[src/rtl/id_ex_pipeline_reg.sv]
// rtl/id_ex_pipeline_reg.sv - decode-to-execute pipeline register with stall, flush and bubble counting
// Holds on StallE, loads a NOP bubble on FlushE or an invalid decode slot.
module id_ex_pipeline_reg #(
  parameter int XLEN       = 32,
  parameter int REG_ADDR_W = 5,
  parameter int ALUCTRL_W  = 3
) (
  input  logic                  clk,
  input  logic                  reset,
  input  logic                  StallE,
  input  logic                  FlushE,
  input  logic                  ValidD,
  input  logic                  RegWriteD,
  input  logic [1:0]            ResultSrcD,
  input  logic                  MemWriteD,
  input  logic                  JumpD,
  input  logic                  BranchD,
  input  logic                  ALUSrcD,
  input  logic [ALUCTRL_W-1:0]  ALUControlD,
  input  logic [XLEN-1:0]       RD1D,
  input  logic [XLEN-1:0]       RD2D,
  input  logic [XLEN-1:0]       PCD,
  input  logic [XLEN-1:0]       PCPlus4D,
  input  logic [XLEN-1:0]       ImmExtD,
  input  logic [REG_ADDR_W-1:0] Rs1D,
  input  logic [REG_ADDR_W-1:0] Rs2D,
  input  logic [REG_ADDR_W-1:0] RdD,
  output logic                  ValidE,
  output logic                  RegWriteE,
  output logic [1:0]            ResultSrcE,
  output logic                  MemWriteE,
  output logic                  JumpE,
  output logic                  BranchE,
  output logic                  ALUSrcE,
  output logic [ALUCTRL_W-1:0]  ALUControlE,
  output logic [XLEN-1:0]       RD1E,
  output logic [XLEN-1:0]       RD2E,
  output logic [XLEN-1:0]       PCE,
  output logic [XLEN-1:0]       PCPlus4E,
  output logic [XLEN-1:0]       ImmExtE,
  output logic [REG_ADDR_W-1:0] Rs1E,
  output logic [REG_ADDR_W-1:0] Rs2E,
  output logic [REG_ADDR_W-1:0] RdE,
  output logic [15:0]           BubbleCountE
);

  typedef struct packed {
    logic                  valid;
    logic                  reg_write;
    logic [1:0]            result_src;
    logic                  mem_write;
    logic                  jump;
    logic                  branch;
    logic                  alu_src;
    logic [ALUCTRL_W-1:0]  alu_control;
    logic [XLEN-1:0]       rd1;
    logic [XLEN-1:0]       rd2;
    logic [XLEN-1:0]       pc;
    logic [XLEN-1:0]       pc_plus4;
    logic [XLEN-1:0]       imm_ext;
    logic [REG_ADDR_W-1:0] rs1;
    logic [REG_ADDR_W-1:0] rs2;
    logic [REG_ADDR_W-1:0] rd;
  } ex_bundle_t;

  ex_bundle_t bundle_in;
  ex_bundle_t bundle_d, bundle_q;
  logic [15:0] bubble_cnt_d, bubble_cnt_q;

  always_comb begin
    bundle_in.valid       = ValidD;
    bundle_in.reg_write   = RegWriteD;
    bundle_in.result_src  = ResultSrcD;
    bundle_in.mem_write   = MemWriteD;
    bundle_in.jump        = JumpD;
    bundle_in.branch      = BranchD;
    bundle_in.alu_src     = ALUSrcD;
    bundle_in.alu_control = ALUControlD;
    bundle_in.rd1         = RD1D;
    bundle_in.rd2         = RD2D;
    bundle_in.pc          = PCD;
    bundle_in.pc_plus4    = PCPlus4D;
    bundle_in.imm_ext     = ImmExtD;
    bundle_in.rs1         = Rs1D;
    bundle_in.rs2         = Rs2D;
    bundle_in.rd          = RdD;
  end

  // The bubble is all-zero so that indices read as x0 and never match in forwarding.
  always_comb begin
    bundle_d     = bundle_q;
    bubble_cnt_d = bubble_cnt_q;
    if (FlushE) begin
      bundle_d     = '0;
      bubble_cnt_d = (bubble_cnt_q == 16'hFFFF) ? bubble_cnt_q : bubble_cnt_q + 16'd1;
    end else if (!StallE) begin
      bundle_d = ValidD ? bundle_in : '0;
    end
  end

  always_ff @(posedge clk) begin
    if (reset) begin
      bundle_q     <= '0;
      bubble_cnt_q <= '0;
    end else begin
      bundle_q     <= bundle_d;
      bubble_cnt_q <= bubble_cnt_d;
    end
  end

  assign ValidE       = bundle_q.valid;
  assign RegWriteE    = bundle_q.reg_write;
  assign ResultSrcE   = bundle_q.result_src;
  assign MemWriteE    = bundle_q.mem_write;
  assign JumpE        = bundle_q.jump;
  assign BranchE      = bundle_q.branch;
  assign ALUSrcE      = bundle_q.alu_src;
  assign ALUControlE  = bundle_q.alu_control;
  assign RD1E         = bundle_q.rd1;
  assign RD2E         = bundle_q.rd2;
  assign PCE          = bundle_q.pc;
  assign PCPlus4E     = bundle_q.pc_plus4;
  assign ImmExtE      = bundle_q.imm_ext;
  assign Rs1E         = bundle_q.rs1;
  assign Rs2E         = bundle_q.rs2;
  assign RdE          = bundle_q.rd;
  assign BubbleCountE = bubble_cnt_q;

endmodule

[config.mk]
export PLATFORM = sky130hd
export DESIGN_NAME = id_ex_pipeline_reg
export DESIGN_NICKNAME = d
export VERILOG_FILES = /design/src/rtl/id_ex_pipeline_reg.sv
export SDC_FILE = /design/constraint.sdc
export NUM_CORES = 1
export LEC_CHECK = 0
export BUFFER_PORTS_ARGS = -buffer_cell sky130_fd_sc_hd__buf_2
export CORE_AREA = 4 4 151 153
export CTS_CLUSTER_SIZE = 16
export DETAILED_ROUTE_END_ITERATION = 8
export DIE_AREA = 0 0 155 157
export SLEW_MARGIN = 20
export SYNTH_ARGS = -nofsm -noshare
export SYNTH_HDL_FRONTEND = slang
export SYNTH_SLANG_ARGS = --single-unit
[constraint.sdc]
create_clock -name clk -period 2.1 [get_ports clk]
set_clock_uncertainty 0.05 [all_clocks]
set_input_delay 0.315 -clock clk [delete_from_list [all_inputs] [get_ports clk]]
set_output_delay 0.315 -clock clk [all_outputs]
set_load 0.02 [all_outputs]
==> metrics.cfg <==
[setup_path]
start_kind=register
critPathKind=reg -> reg
reg2reg_from=BubbleCountE[3]
reg2reg_depth=4
end_kind=register
cp_slowest_cell=or3_1
critPathMaxFanout=7
arrival_ns=2.27
cp_cell_sequence=nand4_4 -> or3_1 -> or4_1 -> a21oi_1
crit_required_ns=2.48
r2r_end=BubbleCountE[13]
crit_end=BubbleCountE[13]
worstSetupStartpoint=BubbleCountE[3]
crit_path_max_incr_delay_ns=0.50
r2r_slack_ns=0.21

[power]
p_sw_share_pct=23.6
finalPower_mw=8.96
power_density_mw_per_mm2=775
clkPwrFrac_pct=44.8
p_sw_mw=2.11
p_int_mw=6.85
ir_drop_uv=620
power_frac_seq_pct=44.1
p_leak_nw=5.29
combPwrFrac_pct=11.1

[yosys]
syn_area_per_cell_um2=9.59
synth_area_leader_cell=dfxtp_1
synth.most_common_cell=dfxtp_1
yosysTopAreaCellShare_pct=58.7
ys.flop_type=dfxtp_1
synth.area.top_cells=dfxtp_1 (59%), a22oi_1 (20%), nor2_1 (11%), clkbuf_1 (3.2%), a21oi_1 (0.73%)
synth_warnings=0
synth_enable_flop_cells=0
synthArstFlopShare_pct=0
synthCells=718
yosysUniqueCellTypes=38
syn_area_mm2=0.00689
yosysSeqAreaShare_pct=58.7
yosys_register_bits=202
mappedNetlistNets=909
synth_common_cells=dfxtp_1 (202), nor2_1 (193), a22oi_1 (185)

[global_routing]
overflow=0
antenna_found_initial=2
grt_pass1_wl_mm=38.0
grt.total_usage_pct=18.5
grt_pass1_vias=7564
grt_max_degree=106

[routing]
drt_pass1_iterations=5
drt-initial-drc-count=456
viasPerCell=4.89
drc_errors=0
wire_per_inst_um=15.9
drt-total-wl_mm=24.6
vias=7544
ant_nets=0

[sta]
holdWs_ns=0.00533
finalCritPeriodShare_pct=90.0
layout_min_cycle_time_ns=1.89
fmax_mhz=529
rsz0062_at_grt=no
slew_violations=0
setup_tns_ns=0
tightest_slew_ns=0.578
hold_viol_final=0
relSlewSlack_pct=60.9
setup_viol_count_final=0

[floorplan]
start_util_pct=32.0
coreArea_mm2=0.0216
io_pins=392
die_area_mm2=0.0243
die_x_um=155
die_height_um=157
rows=54

[cts]
insertion_delay_ns=0.50
cts_made_buffers=23
htree_levels=1
cts_resized=0
clk_pin_slew_ns=0.06
cts_sinks=202
cts_tree=built
clock-root-buffer=clkbuf_16
clk_path_buf_depth=3

[layout]
syn_to_final_growth_pct=67.9
stdcell_count=1544
nets=1437
drive_gt1_share_pct=35.4
utilization_pct=53.7

[min_path]
holdCritPathClass=in -> reg

[placed_design]
dpl.cell_count=1333
port_buffers=391
place.gp.congestion=0.805
place_hpwl_mm=14.9

[status]
status=finished, final reports clean

[run]
drv_cap=0

layer usage:
layer / wire (µm) / GRT usage [%] / vias up / share of wire [%]
met1: 9480 / 21.5 / 3503 / 39
met4: 764 / 6.52 / 2 / 3.1
met3: 2350 / 6.13 / 67 / 9.5
li1: - / - / 3633 / -
met5: 13 / 0 / - / 0.053
met2: 12000 / 32.1 / 339 / 49
what timing repair did:
action | in CTS | in global routing
hold endpoints to repair | 168 | 0
buffers inserted | 0 | 0
hold buffers | 168 | 0
cell families after synthesis:
logic type	after synthesis	share of synthesized area, %
compound gates	211	22.6
xor+xnor	4	0.509
fa+ha+maj	1	0.182
buf+inv	68	3.72
flops	202	58.7
mux	2	0.309
simple gates	230	14.0
power by group through the flow:
stage          clock [mW]  combinational [mW]  sequential (mW)
2_1_floorplan           0               0.294             4.12
3_3_place_gp            0               0.731             4.03
3_5_place_dp            0               0.733             4.03
4_1_cts              4.13               0.983             3.95
5_1_grt              4.32                1.07             3.96
6_report             4.02               0.993             3.95
layout by cell type (no fill, tap or decap), drive strengths merged, types with 2 or more instances in the layout:
cell         count
nand4            5
xnor2            2
o31ai            5
bufinv           2
xor2             2
a31oi            2
nor2           193
clkinv           7
clkbuf          31
dfxtp          202
nor2b            2
or4              3
a22oi          185
o21ai            3
inv              3
buf            401
or3              5
a21oi           10
dlygate4sd3    168
o41ai            2
nand3            6
nand2            4
and4             3
nor3             3
stage by stage:
step | area [µm²] | setup slack (ns)
floorplan | 6890 | 0.165
global placement | 9110 | 0.244
detailed placement | 9110 | 0.228
CTS | 11600 | 0.209
global route | 11600 | 0.0608
finish | 11600 | 0.210
final cells by class:
class                      count  area (µm²)
fill                        1874        9990
sequential                   202        4040
timing repair buffer         569        3790
multi-input combinational    448        2600
clock buffer                  31         656
tap                          280         350
clock inverter                11         111
inverter                       2        7.51
antenna                        1        2.50
sequential cells by signal, summed over array words and instances (netlist names):
name	flops
ValidE	1
ResultSrcE	2
ALUControlE	3
PCPlus4E	32
RegWriteE	1
MemWriteE	1
Rs2E	5
Rs1E	5
ALUSrcE	1
ImmExtE	32
RdE	5
PCE	32
RD2E	32
RD1E	32
BranchE	1
BubbleCountE	16
JumpE	1
critical path: cells and delay by family, from the launching register on:
| kind | cells | cell delay [ns] |
|---|---|---|
| and+or+nand+nor | 3 | 1.17 |
| DFF | 1 | 0.46 |
| AOI/OAI and AO/OA | 1 | 0.15 |
how the worst min path moves through the flow:
| stage | end | depth (start not counted) | start | slack [ns] |
|---|---|---|---|---|
| 3_5_place_dp | ValidE | 2 | ValidE | 0.44 |
| 6_report | ImmExtE[0] | 3 | ImmExtD[0] | 0.005 |
| 3_3_place_gp | ValidE | 2 | ValidE | 0.42 |
| 2_1_floorplan | ALUControlE[0] | 2 | ALUControlD[0] | 0.41 |
| 4_1_cts | ImmExtE[0] | 3 | ImmExtD[0] | 0.001 |
| 5_1_grt | ImmExtE[17] | 3 | ImmExtD[17] | 0.0002 |
No activity file was read; power rests on OpenSTA's default activity.
